$ cat config.mk
export PLATFORM = sky130hd
export DESIGN_NAME = ace_to_axi_rd_adapter
export DESIGN_NICKNAME = d
export VERILOG_FILES = /design/src/rtl/ace_to_axi_rd_adapter_pkg.sv /design/src/rtl/ace_to_axi_rd_adapter.sv
export SDC_FILE = /design/constraint.sdc
export NUM_CORES = 1
export LEC_CHECK = 0
export BUFFER_PORTS_ARGS = -buffer_cell sky130_fd_sc_hd__buf_2
export CAP_MARGIN = 20
export CORE_AREA = 2 2 141 143
export DETAILED_ROUTE_END_ITERATION = 12
export DIE_AREA = 0 0 143 145
export PLACE_DENSITY_LB_ADDON = 0.25
export SYNTH_ARGS = -nofsm -noshare
export SYNTH_HDL_FRONTEND = slang
export SYNTH_SLANG_ARGS = --single-unit
$ cat constraint.sdc
create_clock -name clk_i -period 4.3 [get_ports clk_i]
set_clock_uncertainty 0.2 [all_clocks]
set_input_delay 0.86 -clock clk_i [delete_from_list [all_inputs] [get_ports clk_i]]
set_output_delay 0.86 -clock clk_i [all_outputs]
set_load 0.03 [all_outputs]
$ cat src/rtl/ace_to_axi_rd_adapter_pkg.sv
// Shared types and helpers for the ACE-to-AXI read adapter.
// Holds the ARSNOOP encodings, response types and classification functions.
package ace_to_axi_rd_adapter_pkg;

    typedef logic [3:0] arsnoop_t;
    typedef logic [1:0] bar_t;
    typedef logic [1:0] domain_t;
    typedef logic [3:0] rresp_t;
    typedef logic [1:0] resp_t;

    localparam arsnoop_t ReadNoSnoop        = 4'b0000;
    localparam arsnoop_t ReadOnce           = 4'b0000;
    localparam arsnoop_t ReadShared         = 4'b0001;
    localparam arsnoop_t ReadClean          = 4'b0010;
    localparam arsnoop_t ReadNotSharedDirty = 4'b0011;
    localparam arsnoop_t ReadUnique         = 4'b0111;
    localparam arsnoop_t CleanShared        = 4'b1000;
    localparam arsnoop_t CleanInvalid       = 4'b1001;
    localparam arsnoop_t CleanUnique        = 4'b1011;
    localparam arsnoop_t MakeUnique         = 4'b1100;
    localparam arsnoop_t MakeInvalid        = 4'b1101;
    localparam arsnoop_t DVMComplete        = 4'b1110;
    localparam arsnoop_t DVMMessage         = 4'b1111;

    localparam resp_t RespOkay   = 2'b00;
    localparam resp_t RespSlvErr = 2'b10;

    function automatic logic ar_is_data_read(arsnoop_t s);
        return (s == ReadNoSnoop) || (s == ReadShared) ||
               (s == ReadClean) || (s == ReadNotSharedDirty) ||
               (s == ReadUnique);
    endfunction

    function automatic logic ar_is_maint(arsnoop_t s);
        return (s == CleanShared) || (s == CleanInvalid) ||
               (s == CleanUnique) || (s == MakeUnique) ||
               (s == MakeInvalid) || (s == DVMComplete) ||
               (s == DVMMessage);
    endfunction

    // ACE RRESP = {IsShared, PassDirty, AXI RRESP}
    function automatic rresp_t rresp_from_axi(resp_t r, logic pass_dirty,
                                              logic is_shared);
        return {is_shared, pass_dirty, r};
    endfunction

endpackage

$ cat src/rtl/ace_to_axi_rd_adapter.sv
// ACE read-channel slave endpoint in front of a plain AXI4 read port.
// Ports: clk_i/rst_i; slv_ar_*/slv_r_* (ACE side); mst_ar_*/mst_r_* (AXI side).
// Data reads are forwarded with a bounded outstanding count; barriers,
// maintenance and DVM requests get a single local R beat once drained.
module ace_to_axi_rd_adapter
    import ace_to_axi_rd_adapter_pkg::*;
#(
    parameter int AddrWidth = 64,
    parameter int DataWidth = 64,
    parameter int IdWidth   = 4,
    parameter int UserWidth = 1,
    parameter int MaxTxns   = 8
) (
    input  logic                 clk_i,
    input  logic                 rst_i,
    input  logic [IdWidth-1:0]   slv_ar_id,
    input  logic [AddrWidth-1:0] slv_ar_addr,
    input  logic [7:0]           slv_ar_len,
    input  logic [2:0]           slv_ar_size,
    input  logic [1:0]           slv_ar_burst,
    input  logic                 slv_ar_lock,
    input  logic [3:0]           slv_ar_cache,
    input  logic [2:0]           slv_ar_prot,
    input  logic [3:0]           slv_ar_qos,
    input  logic [3:0]           slv_ar_region,
    input  logic [UserWidth-1:0] slv_ar_user,
    input  arsnoop_t             slv_ar_snoop,
    input  bar_t                 slv_ar_bar,
    input  domain_t              slv_ar_domain,
    input  logic                 slv_ar_valid,
    output logic                 slv_ar_ready,
    output logic [IdWidth-1:0]   slv_r_id,
    output logic [DataWidth-1:0] slv_r_data,
    output rresp_t               slv_r_resp,
    output logic                 slv_r_last,
    output logic [UserWidth-1:0] slv_r_user,
    output logic                 slv_r_valid,
    input  logic                 slv_r_ready,
    output logic [IdWidth-1:0]   mst_ar_id,
    output logic [AddrWidth-1:0] mst_ar_addr,
    output logic [7:0]           mst_ar_len,
    output logic [2:0]           mst_ar_size,
    output logic [1:0]           mst_ar_burst,
    output logic                 mst_ar_lock,
    output logic [3:0]           mst_ar_cache,
    output logic [2:0]           mst_ar_prot,
    output logic [3:0]           mst_ar_qos,
    output logic [3:0]           mst_ar_region,
    output logic [UserWidth-1:0] mst_ar_user,
    output logic                 mst_ar_valid,
    input  logic                 mst_ar_ready,
    input  logic [IdWidth-1:0]   mst_r_id,
    input  logic [DataWidth-1:0] mst_r_data,
    input  resp_t                mst_r_resp,
    input  logic                 mst_r_last,
    input  logic [UserWidth-1:0] mst_r_user,
    input  logic                 mst_r_valid,
    output logic                 mst_r_ready
);

    localparam int CntW = $clog2(MaxTxns + 1);
    localparam logic [CntW-1:0] CntMax = CntW'(MaxTxns);
    localparam logic [CntW-1:0] CntOne = CntW'(1);

    typedef enum logic [1:0] {IDLE, DRAIN, RESP} state_e;

    state_e                 state_q, state_d;
    logic [CntW-1:0]        cnt_q, cnt_d;
    logic [IdWidth-1:0]     id_q, id_d;
    logic [UserWidth-1:0]   user_q, user_d;
    logic                   err_q, err_d;
    logic                   is_fwd, is_err, can_issue;
    logic                   inc, dec, in_resp, drained;
    logic                   unused_ok;

    // Domain is not needed by a memory endpoint; bar[1] only matters
    // when bar[0] marks the beat as a barrier.
    assign unused_ok = ^{slv_ar_domain, slv_ar_bar[1]};

    // Barrier wins over whatever ARSNOOP carries.
    assign is_fwd = !slv_ar_bar[0] && ar_is_data_read(slv_ar_snoop);
    assign is_err = !slv_ar_bar[0] && !ar_is_data_read(slv_ar_snoop)
                    && !ar_is_maint(slv_ar_snoop);
    assign can_issue = cnt_q < CntMax;
    assign in_resp = state_q == RESP;

    assign mst_ar_id     = slv_ar_id;
    assign mst_ar_addr   = slv_ar_addr;
    assign mst_ar_len    = slv_ar_len;
    assign mst_ar_size   = slv_ar_size;
    assign mst_ar_burst  = slv_ar_burst;
    assign mst_ar_lock   = slv_ar_lock;
    assign mst_ar_cache  = slv_ar_cache;
    assign mst_ar_prot   = slv_ar_prot;
    assign mst_ar_qos    = slv_ar_qos;
    assign mst_ar_region = slv_ar_region;
    assign mst_ar_user   = slv_ar_user;

    assign slv_r_valid = !rst_i && (in_resp || mst_r_valid);
    assign slv_r_id    = in_resp ? id_q : mst_r_id;
    assign slv_r_data  = in_resp ? '0 : mst_r_data;
    assign slv_r_last  = in_resp || mst_r_last;
    assign slv_r_user  = in_resp ? user_q : mst_r_user;
    assign slv_r_resp  = in_resp
        ? rresp_from_axi(err_q ? RespSlvErr : RespOkay, 1'b0, 1'b0)
        : rresp_from_axi(mst_r_resp, 1'b0, 1'b0);
    assign mst_r_ready = !rst_i && !in_resp && slv_r_ready;

    assign inc = mst_ar_valid && mst_ar_ready;
    assign dec = mst_r_valid && mst_r_ready && mst_r_last;

    // Drained when nothing is left after this cycle's retirement.
    assign drained = (cnt_q == '0) || (cnt_q == CntOne && dec);

    always_comb begin
        cnt_d = cnt_q;
        if (inc && !dec) cnt_d = cnt_q + CntOne;
        else if (dec && !inc) cnt_d = cnt_q - CntOne;
    end

    always_comb begin
        state_d      = state_q;
        id_d         = id_q;
        user_d       = user_q;
        err_d        = err_q;
        slv_ar_ready = 1'b0;
        mst_ar_valid = 1'b0;
        unique case (state_q)
            IDLE: begin
                if (is_fwd) begin
                    mst_ar_valid = slv_ar_valid && can_issue;
                    slv_ar_ready = mst_ar_ready && can_issue;
                end else begin
                    slv_ar_ready = 1'b1;
                    if (slv_ar_valid) begin
                        id_d    = slv_ar_id;
                        user_d  = slv_ar_user;
                        err_d   = is_err;
                        state_d = drained ? RESP : DRAIN;
                    end
                end
            end
            DRAIN: begin
                if (cnt_q == '0) state_d = RESP;
            end
            RESP: begin
                if (slv_r_ready) state_d = IDLE;
            end
            default: state_d = IDLE;
        endcase
        if (rst_i) begin
            slv_ar_ready = 1'b0;
            mst_ar_valid = 1'b0;
        end
    end

    always_ff @(posedge clk_i) begin
        if (rst_i) begin
            state_q <= IDLE;
            cnt_q   <= '0;
            id_q    <= '0;
            user_q  <= '0;
            err_q   <= 1'b0;
        end else begin
            state_q <= state_d;
            cnt_q   <= cnt_d;
            id_q    <= id_d;
            user_q  <= user_d;
            err_q   <= err_d;
            assert (!(dec && !inc && cnt_q == '0));
            assert (!(inc && !dec && cnt_q == CntMax));
        end
    end

endmodule

Word-level counts from Yosys, hierarchy flattened
Cells that the tools add are included.
{"block": "word_totals", "register_bits": 12, "inputBits": 184, "word_cells": 86}
{"block": "classes", "add_sub_neg": 2, "magnitude_cmp": 1, "eq_ne": 18, "n_mux": 19, "n_bitwise": 1, "n_reduce_logical": 40}
{"cell": "$mux W64", "count": 1}
{"cell": "$eq A4 B4 Y1 const B", "count": 7}
{"cell": "$logic_and A1 B1 Y1", "count": 14}
{"cell": "$mux W2", "count": 7}
{"cell": "$logic_or A1 B1 Y1", "count": 13}
{"cell": "$mux W4", "count": 3}
{"cell": "$eq A4 B1 Y1 const B", "count": 2}
{"cell": "$eq A4 B2 Y1 const B", "count": 2}
{"cell": "$logic_not A4 Y1", "count": 2}
{"cell": "$ne A2 B2 Y1 const B", "count": 4}
{"cell": "$logic_not A1 Y1", "count": 7}
{"cell": "$mux W1", "count": 7}
{"cell": "$pmux W2 S3", "count": 1}
{"cell": "$add A4 B1 Y4 const B", "count": 1}
{"cell": "$eq A4 B3 Y1 const B", "count": 1}
{"cell": "$lt A4 B4 Y1 const B", "count": 1}
{"cell": "$reduce_and A4 Y1", "count": 1}
{"cell": "$sub A4 B1 Y4 const B", "count": 1}
{"cell": "$reduce_and A3 Y1", "count": 1}
{"cell": "$eq A2 B1 Y1 const B", "count": 1}
{"cell": "$eq A2 B2 Y1 const B", "count": 1}
{"cell": "$logic_not A2 Y1", "count": 1}
{"cell": "$reduce_bool A2 Y1", "count": 1}
{"cell": "$not A1 Y1", "count": 1}

Depth between registers and ports, before layout
Gate-level depths: netlist (run 1).
{"block": "logic_depth", "word_depth": 14, "mapped_depth": 10, "mapped_depth_nobuf": 9}

Worst setup path before layout (run 1)
Ideal clock, no wire load.
{"block": "synth_path", "kind": "input -> register", "start": "input port slv_ar_snoop[2]", "end": "register cnt_q[2]", "setup_time_ns": 0.070, "arrival_time_ns": 3.196, "required_time_ns": 4.030, "slack_ns": 0.834, "path_stages": 7, "cell_sequence": "a21boi_1 > or3_4 > nor3_1 > and2_1 > ha_1 > or3_2 > a21oi_1"}
{"block": "synth_between", "elab_chain_cells": 13, "elab_cells_between_ends": 19, "classes_between": "4 x eq/ne; 4 x mux; 11 x reduce/logical"}
{"element": "from (decl)", "line": "ace_to_axi_rd_adapter.sv:27", "source": "input arsnoop_t slv_ar_snoop,"}
{"element": "$eq A4 B1 Y1 / $logic_not A4 Y1 (equally long branches)", "line": "ace_to_axi_rd_adapter_pkg.sv:29", "source": "return (s == ReadNoSnoop) || (s == ReadShared) ||"}
{"element": "$logic_or A1 B1 Y1 (2 in a row)", "line": "ace_to_axi_rd_adapter_pkg.sv:29"}
{"element": "$logic_or A1 B1 Y1", "line": "ace_to_axi_rd_adapter_pkg.sv:30", "source": "(s == ReadClean) || (s == ReadNotSharedDirty) ||"}
{"element": "$logic_or A1 B1 Y1 (*)", "line": "ace_to_axi_rd_adapter_pkg.sv:30"}
{"element": "$logic_and A1 B1 Y1 (*)", "line": "ace_to_axi_rd_adapter.sv:81", "source": "assign is_fwd = !slv_ar_bar[0] && ar_is_data_read(slv_ar_snoop);"}
{"element": "$mux W1 (*)", "line": "ace_to_axi_rd_adapter.sv:130", "source": "if (is_fwd) begin"}
{"element": "$mux W1 (*)", "line": "ace_to_axi_rd_adapter.sv:128", "source": "unique case (state_q)"}
{"element": "$mux W1 (*)", "line": "ace_to_axi_rd_adapter.sv:151", "source": "if (rst_i) begin"}
{"element": "via mst_ar_valid", "line": "ace_to_axi_rd_adapter.sv:50", "source": "output logic mst_ar_valid,"}
{"element": "$logic_and A1 B1 Y1 (*)", "line": "ace_to_axi_rd_adapter.sv:109", "source": "assign inc = mst_ar_valid && mst_ar_ready;"}
{"element": "$logic_not A1 Y1", "line": "ace_to_axi_rd_adapter.sv:118", "source": "else if (dec && !inc) cnt_d = cnt_q - CntOne;"}
{"element": "$logic_and A1 B1 Y1", "line": "ace_to_axi_rd_adapter.sv:118"}
{"element": "$reduce_bool A2 Y1 (no source line)"}
{"element": "to (signal assigned)", "line": "ace_to_axi_rd_adapter.sv:166", "source": "cnt_q <= cnt_d;"}
{"element": "to (decl)", "line": "ace_to_axi_rd_adapter.sv:68", "source": "logic [CntW-1:0] cnt_q, cnt_d;"}
The timed path passes the listed nets; every way through them passes the cells marked *.
A chain may end at the register's enable or synchronous reset.

Final worst setup path (run 1)
{"block": "layout_path", "start": "input port rst_i", "end": "output port mst_ar_valid"}
{"block": "layout_between", "elab_chain_cells": 1}
{"element": "from (decl)", "line": "ace_to_axi_rd_adapter.sv:15", "source": "input logic rst_i,"}
{"element": "$mux W1", "line": "ace_to_axi_rd_adapter.sv:151"}
{"element": "to (decl)", "line": "ace_to_axi_rd_adapter.sv:50"}
Every way passes these cells.

==> results_dict.tcl, run 1 <==
set metrics [dict create \
    start_kind "primary input" \
    critPathSlowestCell "nor3_1" \
    areaGrowthSynthToFinish_pct 23.6 \
    relSlewSlack_pct 56.7 \
    synth_ff_type "dfxtp_1" \
    vias 1879 \
    min_path_type "reg -> reg" \
    clkSlewWorstSetupHoldPaths_ns 0.05 \
    yosys_warnings 0 \
    ctsResizeCount 0 \
    run_status "completed" \
    async_reset_ff_share_pct 0 \
    power_density_nw_per_um2 317 \
    crit_chain "buf_2 > nor3_1 > nand2_1 > nor3_1 > buf_2" \
    clock_latency_ns 0.25 \
    sw_frac_of_total_pct 47.6 \
    core_area_um2 19200 \
    initial_core_util_pct 10.5 \
    layout-drive-gt1-share_pct 56.7 \
    tns_ns 0 \
    total_power_w 0.000787 \
    drtPass1Iterations 4 \
    cts_tree "done" \
    drc 0 \
    worstSetupEndpointType "output pin" \
    routedWlPerCell_um 15.1 \
    critPathKind "in -> out" \
    grt_max_degree 75 \
    drt_iter0_drc 49 \
    clkPwrFrac_pct 25.4 \
    timing.hold.ws_ns 0.303 \
    grt_overflow 0 \
    final_max_slew_viol_count 0 \
    min_period_over_period_pct 72.3 \
    cap_violations 0 \
    numCtsBuffers 3 \
    hpwl_mm 7.71 \
    die_y_um 145 \
    rsz0062_at_grt "no" \
    antenna_found_initial 5 \
    cpPeakStageDelay_ns 0.31 \
    setup_viol 0 \
    finalWirelength_mm 8.96 \
    ctsHoldBuffers 0 \
    track_usage_pct 8.04 \
    synth_area_um2 2010 \
    yosysMostFrequentCell "buf_4" \
    worst_slew_pin_slew_ns 0.650 \
    worstPathArrival_ns 2.05 \
    synthesis.instances 263 \
    die_width_um 143 \
    grt_pass1_wl_mm 12.3 \
    htreeDepth 1 \
    p_leak_nw 1.23 \
    combPwrFrac_pct 58.2 \
    syn_avg_cell_area_um2 7.65 \
    nets 516 \
    ys_seq_area_share_pct 11.9 \
    port_buffers 168 \
    clockBufferDepth 2 \
    cts_setup_buffers 0 \
    internal_power_w 0.000413 \
    clock_sinks 12 \
    synth_top_area_cell "buf_4" \
    synth-edff-count 0 \
    die_area_um2 20700 \
    fmax_mhz 322 \
    gp_congestion 0.685 \
    period_needed_ns 3.11 \
    cp_max_fo 15 \
    ys_ff_latch 12 \
    cts_root_buf "clkbuf_16" \
    synth_area_leaders "buf_4 (37%), and2_1 (21%), dfxtp_1 (12%)" \
    viasPerCell 3.17 \
    grt_pass1_vias 1886 \
    p_switching_w 0.000375 \
    final_antenna_net_count 0 \
    final_util_pct 12.9 \
    synth_commonest_cells "buf_4 (100), and2_1 (66), dfxtp_1 (12), nor2_1 (12)" \
    peakVddDrop_mv 0.124 \
    synthDistinctLibCells 39 \
    yosysTopAreaCellShare_pct 37.3 \
    ios 360 \
    crit_required_ns 3.24 \
    hold_viol_final 0 \
    std_cell_rows 51 \
    final_area_um2 2480 \
    place_area_um2 2390 \
    seqPwrFrac_pct 16.4 \
    nFillCells 2257 \
]
==> cell type report <==
type	instances	area, um^2	share of cell area, %
Inverter	4	15.0	0.604
Timing Repair Buffer	168	841	33.8
Sequential cell	12	240	9.67
Multi-Input combinational cell	138	966	38.9
Clock buffer	4	88.8	3.58
Tap cell	265	332	13.3
Antenna cell	1	2.50	0.101
==> metal layers <==
metal	global-route usage [%]	share of wire, %
met3	3.07	12
met2	13.3	45
met5	0	0.64
met1	8.22	36
met4	5.79	6.2
==> registers in the layout, summed over array words and instances, names as in the netlist <==
name,flops
state_q,2
id_q,4
cnt_q,4
user_q,1
err_q,1
==> power groups by stage <==
| stage | Combinational, W | Clock [W] | Sequential, W |
|---|---|---|---|
| global route | 0.000493 | 0.000215 | 0.000131 |
| global placement | 0.000468 | 0 | 0.000131 |
| CTS | 0.000471 | 0.000212 | 0.000129 |
| floorplan | 0.000475 | 0 | 0.000128 |
| detailed placement | 0.000469 | 0 | 0.000131 |
| finish | 0.000458 | 0.000200 | 0.000129 |
==> worst paths after layout <==
kind | endpoint | start | slack, ns | cells past startpoint
worst max-delay path | mst_ar_valid | rst_i | 1.19 | 5
worst max register to register | cnt_q[3]$_SDFFE_PP0P_ | state_q[0]$_SDFFE_PP0P_ | 1.50 | 8
worst min register to register | id_q[3]$_SDFFE_PP0P_ | id_q[3]$_SDFFE_PP0P_ | 0.30 | 2
worst min-delay path | id_q[3]$_SDFFE_PP0P_ | id_q[3]$_SDFFE_PP0P_ | 0.30 | 2
==> layout by cell type, fill, tap and decap left out, types with 2 or more instances in the layout <==
| cell type | synthesis | routed |
|---|---|---|
| buf_2 | 4 | 168 |
| and2_1 | 66 | 66 |
| nor2_1 | 12 | 12 |
| dfxtp_1 | 12 | 12 |
| mux2_2 | 6 | 6 |
| mux2i_1 | 6 | 6 |
| ha_1 | 5 | 5 |
| nor3_1 | 4 | 4 |
| inv_1 | 4 | 4 |
| a21oi_1 | 3 | 3 |
| nor2b_1 | 3 | 3 |
| o21ai_0 | 3 | 3 |
| clkbuf_16 | 0 | 3 |
| nand2_1 | 2 | 2 |
| nand3_1 | 2 | 2 |
| nand2b_1 | 2 | 2 |
| xor2_1 | 2 | 2 |
| conb_1 | 1 | 2 |
==> kinds of logic after synthesis <==
group                    Yosys count  share of synthesized area, %
multiplexers                      12                          6.35
buffers and inverters            114                          40.2
AND/OR/NAND/NOR                  100                          30.4
flip-flops                        12                          11.9
AO/OA/AOI/OAI                     16                          6.53
other                              1                         0.187
adder cells (fa/ha/maj)            5                          3.11
XOR/XNOR                           3                          1.31
==> stage by stage <==
step | instances | setup WS (ns)
floorplan | 264 | 0.834
global placement | 587 | 1.12
detailed placement | 587 | 1.10
CTS | 591 | 1.16
global route | 591 | 0.970
finish | 592 | 1.19
==> critical path, delay by kind of cell <==
family | cells | cell delay, ns
and+or+nand+nor | 3 | 0.72
buffers and inverters | 2 | 0.46
Note: power is estimated with default switching activity, not from simulation.
==> run 2, diff against run 1 <==
--- a/config.mk
+++ b/config.mk
@@ -7,9 +7,9 @@
 export LEC_CHECK = 0
 export BUFFER_PORTS_ARGS = -buffer_cell sky130_fd_sc_hd__buf_2
 export CAP_MARGIN = 20
-export CORE_AREA = 2 2 141 143
+export CORE_AREA = 2 2 139 141
 export DETAILED_ROUTE_END_ITERATION = 12
-export DIE_AREA = 0 0 143 145
+export DIE_AREA = 0 0 141 143
 export PLACE_DENSITY_LB_ADDON = 0.25
 export SYNTH_ARGS = -nofsm -noshare
 export SYNTH_HDL_FRONTEND = slang
==> constraint.sdc (replaced) <==
create_clock -name clk_i -period 2.7 [get_ports clk_i]
set_clock_uncertainty 0.2 [all_clocks]
set_input_delay 0.54 -clock clk_i [delete_from_list [all_inputs] [get_ports clk_i]]
set_output_delay 0.54 -clock clk_i [all_outputs]
set_load 0.03 [all_outputs]
==> run 2 against run 1 <==
Effect of this change: final area increased by 1.4%; setup slack worse by 1.0 ns; die area down 2.8%; cell count decreased by 4.2%; utilization rose by 0.63 points; combinational power increased by 59%; critical path depth down 1; power is 58% higher; global-route usage shrank 2.2 points; sequential power rose by 60%; sequential share of layout area fell by 0.13 points.
==> results_dict.tcl, run 2 (synthesis gave the netlist of run 1 again) <==
set metrics [dict create \
    final_cell_mix "buf_2 (168), and2_1 (66), nor2_1 (12), dfxtp_1 (12)" \
    grt_overflow 0 \
    grt_use_met2_pct 9.73 \
    std_cell_rows 50 \
    gp_congestion 0.666 \
    dp.cells 563 \
    initial_core_util_pct 10.8 \
    fmax_mhz 396 \
    hpwl_mm 5.59 \
    clockBufferDepth 2 \
    met3_usage_pct 1.64 \
    period_needed_ns 2.52 \
    n_antenna_cell 0 \
    cp_max_fo 63 \
    tns_ns 0 \
    nFillCells 2137 \
    worst_slew_pin_slew_ns 0.512 \
    port_buffers 168 \
    start_kind "flip-flop" \
    critical_path_buf_inv_count 2 \
    clock_sinks 12 \
    relSlewSlack_pct 65.8 \
    clock_latency_ns 0.24 \
    top_regs "cnt_q (4), id_q (4), state_q (2)" \
    crit_chain "nand2b_4 > buf_12 > mux2_2 > buf_2" \
    drtPass1Iterations 4 \
    final_common_cell "buf_2" \
    p_leak_nw 1.27 \
    layout-drive-gt1-share_pct 58.0 \
    antenna_found_initial 0 \
    die_area_um2 20200 \
    rsz0062_at_grt "no" \
    hold_viol_final 0 \
    setup_viol 0 \
    ios 360 \
    layoutNonFillerInstCount 567 \
    timing.hold.ws_ns 0.291 \
    final_antenna_net_count 0 \
    drt_iter0_drc 25 \
    grt_pass1_wl_mm 9.25 \
    die_y_um 143 \
    finalWirelength_mm 6.51 \
    ctsResizeCount 0 \
    core_area_um2 18600 \
    clkSlewWorstSetupHoldPaths_ns 0.05 \
    nets 523 \
    htreeDepth 1 \
    cts_setup_buffers 0 \
    crit_required_ns 1.96 \
    areaGrowthSynthToFinish_pct 25.3 \
    worstPathArrival_ns 1.78 \
    ctsHoldBuffers 0 \
    numCtsBuffers 3 \
    track_usage_pct 5.86 \
    gr-max-usage-layer "met2" \
    final_max_slew_viol_count 0 \
    drc 0 \
    min_period_over_period_pct 93.4 \
    power_density_nw_per_um2 494 \
    cp_top_family "flip-flops" \
    cap_violations 0 \
    peakVddDrop_mv 0.196 \
    viasPerCell 3.22 \
    vias 1828 \
    min_path_type "reg -> reg" \
    cpPeakStageDelay_ns 0.45 \
    critPathSlowestCell "dfxtp_1" \
    cts_root_buf "clkbuf_16" \
    routedWlPerCell_um 11.5 \
    run_status "completed" \
    grt_pass1_vias 1835 \
    cts_tree "done" \
    met1_usage_pct 6.49 \
    grt_max_degree 64 \
    worstSetupEndpointType "output pin" \
    die_width_um 141 \
    critPathKind "reg -> out" \
]
run 2: cell count changes in the layout (fill, tap and decap cells not counted):
cell,change
buf_12,+1
buf_4,+6
nor3_4,+1
nor3_1,-1
diode_2,-1
run 2: per-stage QoR:
stage                     cell area, um^2  setup slack (ns)  util, %  total power [W]
after floorplan                      2030            0.0241        -         0.000962
after global placement               2430             0.140     13.1         0.000943
after detailed placement             2430             0.141     13.1         0.000945
after CTS                            2520             0.180     13.6          0.00127
after global routing                 2520            0.0765     13.6          0.00132
final                                2520             0.177     13.6          0.00124
run 2: final cells by class:
type | instances | area [um^2] | area share (%)
clock buffers | 4 | 88.8 | 3.53
inverters | 4 | 15.0 | 0.596
flip-flops and latches | 12 | 240 | 9.53
multi-input cells | 138 | 977 | 38.8
well taps | 234 | 293 | 11.6
repair buffers | 175 | 906 | 35.9
run 2: worst register-to-register path, stage by stage (launching register included):
cell and delay [ns]:
dfxtp_1 0.45, nand2b_4 0.26, and3b_1 0.23, nand3_1 0.11
ha_1 0.25, or4_4 0.42, a21oi_2 0.16, xnor2_1 0.12
nor2_1 0.05
run 2: worst paths after layout:
kind,from,to,slack (ns),cells after the start
worst max-delay path,state_q[0]$_SDFFE_PP0P_,slv_r_id[0],0.18,4
worst min-delay path,id_q[2]$_SDFFE_PP0P_,id_q[2]$_SDFFE_PP0P_,0.29,2
worst max register to register,state_q[0]$_SDFFE_PP0P_,cnt_q[3]$_SDFFE_PP0P_,0.35,8
worst min register to register,id_q[2]$_SDFFE_PP0P_,id_q[2]$_SDFFE_PP0P_,0.29,2
run 2: per-layer routing:
metal / vias to the layer above / part of all wire, %
met5: - / 0
met4: 0 / 4.7
met3: 30 / 9.1
met2: 138 / 47
met1: 786 / 39
li1: 874 / -
run 2: report_power, final:
part           internal (W)  switching (W)  total, W  leakage (nW)
Combinational      0.000256       0.000470  0.000726          1.13
Clock              0.000224      0.0000868  0.000311        0.0442
Sequential         0.000191      0.0000166  0.000207        0.0980
==> run 3, diff against run 2 <==
--- a/config.mk
+++ b/config.mk
@@ -5,6 +5,7 @@
 export SDC_FILE = /design/constraint.sdc
 export NUM_CORES = 1
 export LEC_CHECK = 0
+export ABC_AREA = 1
 export BUFFER_PORTS_ARGS = -buffer_cell sky130_fd_sc_hd__buf_2
 export CAP_MARGIN = 20
 export CORE_AREA = 2 2 139 141
==> run 3 against run 2 <==
Effect of this change: clock power decreased by 3%; combinational power increased by 29%; critical path depth increased by 2; synthesized cell count increased by 41%; largest cell class is now buffers; highest routed layer unchanged; critical endpoint is now slv_r_valid; non-clock buffer count decreased by 2; global-route usage increased by 2.0 points; fmax increased by 2.8%.
==> results_dict.tcl, run 3 <==
set metrics [dict create \
    peakVddDrop_mv 0.211 \
    viasPerCell 3.15 \
    numCtsBuffers 3 \
    die_area_um2 20200 \
    cpPeakStageDelay_ns 0.42 \
    crit_top_cell "nor2_1" \
    drtPass1Iterations 4 \
    ios 360 \
    top_regs "cnt_q (4), id_q (4), state_q (2)" \
    min_path_type "reg -> reg" \
    hpwl_mm 7.39 \
    clkSlewWorstSetupHoldPaths_ns 0.05 \
    yosysTopAreaCellShare_pct 37.9 \
    clock_latency_ns 0.24 \
    cts_setup_buffers 0 \
    run_status "completed" \
    grt_max_degree 40 \
    final_cell_mix "buf_2 (168), nor2_1 (91), inv_1 (81)" \
    cp_top_family "buffers and inverters" \
    ys_ff_latch 12 \
    drc 0 \
    start_kind "flip-flop" \
    tns_ns 0 \
    grt_pass1_vias 2156 \
    critPathSlowestCell "dfxtp_1" \
    synthesis.instances 370 \
    n_antenna_cell 0 \
    yosys_warnings 0 \
    routedWlPerCell_um 12.8 \
    crit_required_ns 1.96 \
    layout-drive-gt1-share_pct 42.4 \
    synthDistinctLibCells 24 \
    final_area_um2 2580 \
    antenna_found_initial 1 \
    timing.hold.ws_ns 0.284 \
    rsz0062_at_grt "no" \
    htreeDepth 1 \
    drt_iter0_drc 40 \
    yosysMostFrequentCell "buf_4" \
    grt_overflow 0 \
    synth_commonest_cells "buf_4 (107), nor2_1 (91), inv_1 (81)" \
    p_leak_nw 1.63 \
    ctsResizeCount 0 \
    synth_area_leaders "buf_4 (38%), nor2_1 (16%), inv_1 (14%)" \
    critical_path_buf_inv_count 3 \
    crit_chain "nand2_4 > inv_2 > buf_12 > nor2_1 > nor2_1 > buf_2" \
    cp_max_fo 39 \
    final_antenna_net_count 0 \
    cts_root_buf "clkbuf_16" \
    worstSetupEndpointType "output pin" \
    synth_area_um2 2120 \
    std_cell_rows 50 \
    synth_top_area_cell "buf_4" \
    finalWirelength_mm 8.62 \
    worstPathArrival_ns 1.71 \
    core_area_um2 18600 \
    critPathKind "reg -> out" \
    setup_viol 0 \
    ys_seq_area_share_pct 11.3 \
    grt_pass1_wl_mm 12.0 \
    initial_core_util_pct 11.4 \
    gp_congestion 0.691 \
    min_period_over_period_pct 90.9 \
    syn_avg_cell_area_um2 5.73 \
    period_needed_ns 2.45 \
    track_usage_pct 7.83 \
    die_width_um 141 \
    fmax_mhz 408 \
    die_y_um 143 \
    clock_sinks 12 \
    nets 629 \
    async_reset_ff_share_pct 0 \
    power_density_nw_per_um2 564 \
    port_buffers 168 \
    areaGrowthSynthToFinish_pct 21.9 \
    synth_ff_type "dfxtp_1" \
    cap_violations 0 \
    cts_tree "done" \
    place_area_um2 2490 \
    final_common_cell "buf_2" \
    final_max_slew_viol_count 0 \
    vias 2123 \
    ctsHoldBuffers 0 \
    hold_viol_final 0 \
    rrSetupSlack_ns 0.61 \
    clockBufferDepth 2 \
    synth-edff-count 0 \
]
## run 3: changes by cell type after synthesis, sizes merged, moves of 6 or more
cell / delta
nor2: +81
inv: +80
and2: -66
nand2: +31
o21ai: +9
mux2: -6
mux2i: -6
## run 3: through the flow
step	total power, W	cells	utilization (%)	setup slack, ns
finish	0.00146	673	13.9	0.246
global route	0.00156	673	13.9	0.0123
CTS	0.00149	673	13.9	0.146
detailed placement	0.00118	669	13.4	0.289
global placement	0.00118	669	13.4	0.294
floorplan	0.00112	371	-	0.579
## run 3: cells by family after synthesis
group,Yosys count,synth area share (%)
AND/OR/NAND/NOR,135,25.8
AO/OA/AOI/OAI,22,5.61
XOR/XNOR,1,0.414
adder cells (fa/ha/maj),5,2.95
buffers and inverters,194,53.7
flip-flops,12,11.3
other,1,0.177
## run 3: path summary, 6_finish.rpt
kind | endpoint | startpoint | cells after the start
setup / recovery | slv_r_valid | state_q[1]$_SDFFE_PP0P_ | 6
hold / removal | user_q$_SDFFE_PP0P_ | user_q$_SDFFE_PP0P_ | 2
setup reg to reg | cnt_q[2]$_SDFFE_PP0P_ | state_q[1]$_SDFFE_PP0P_ | 10
hold reg to reg | user_q$_SDFFE_PP0P_ | user_q$_SDFFE_PP0P_ | 2
## run 3: power breakdown
group / internal [W] / leakage [nW] / switching [W] / total (W)
sequential: 0.000198 / 0.0986 / 0.0000178 / 0.000216
clock: 0.000224 / 0.0442 / 0.0000796 / 0.000303
combinational: 0.000270 / 1.49 / 0.000666 / 0.000936
## run 3: per-layer routing
layer / GRT usage [%] / share of wire [%] / vias to the layer above
li1: - / - / 1089
met4: 3.79 / 3.9 / 0
met3: 5.70 / 17 / 30
met2: 11.2 / 40 / 184
met5: 1.25 / 0 / -
met1: 8.57 / 39 / 820
## run 3: final cells by class
| cell class | count | area (um^2) |
|---|---|---|
| fillers | 2225 | 16000 |
| repair buffers | 173 | 891 |
| multi-input cells | 165 | 744 |
| inverters | 85 | 324 |
| well taps | 234 | 293 |
| flip-flops and latches | 12 | 240 |
| clock buffers | 4 | 88.8 |
## run 3: worst min-delay path: stages (launching register included)
cell	delay [ns]
dfxtp_1	0.32
nor2_1	0.05
nor2_1	0.08
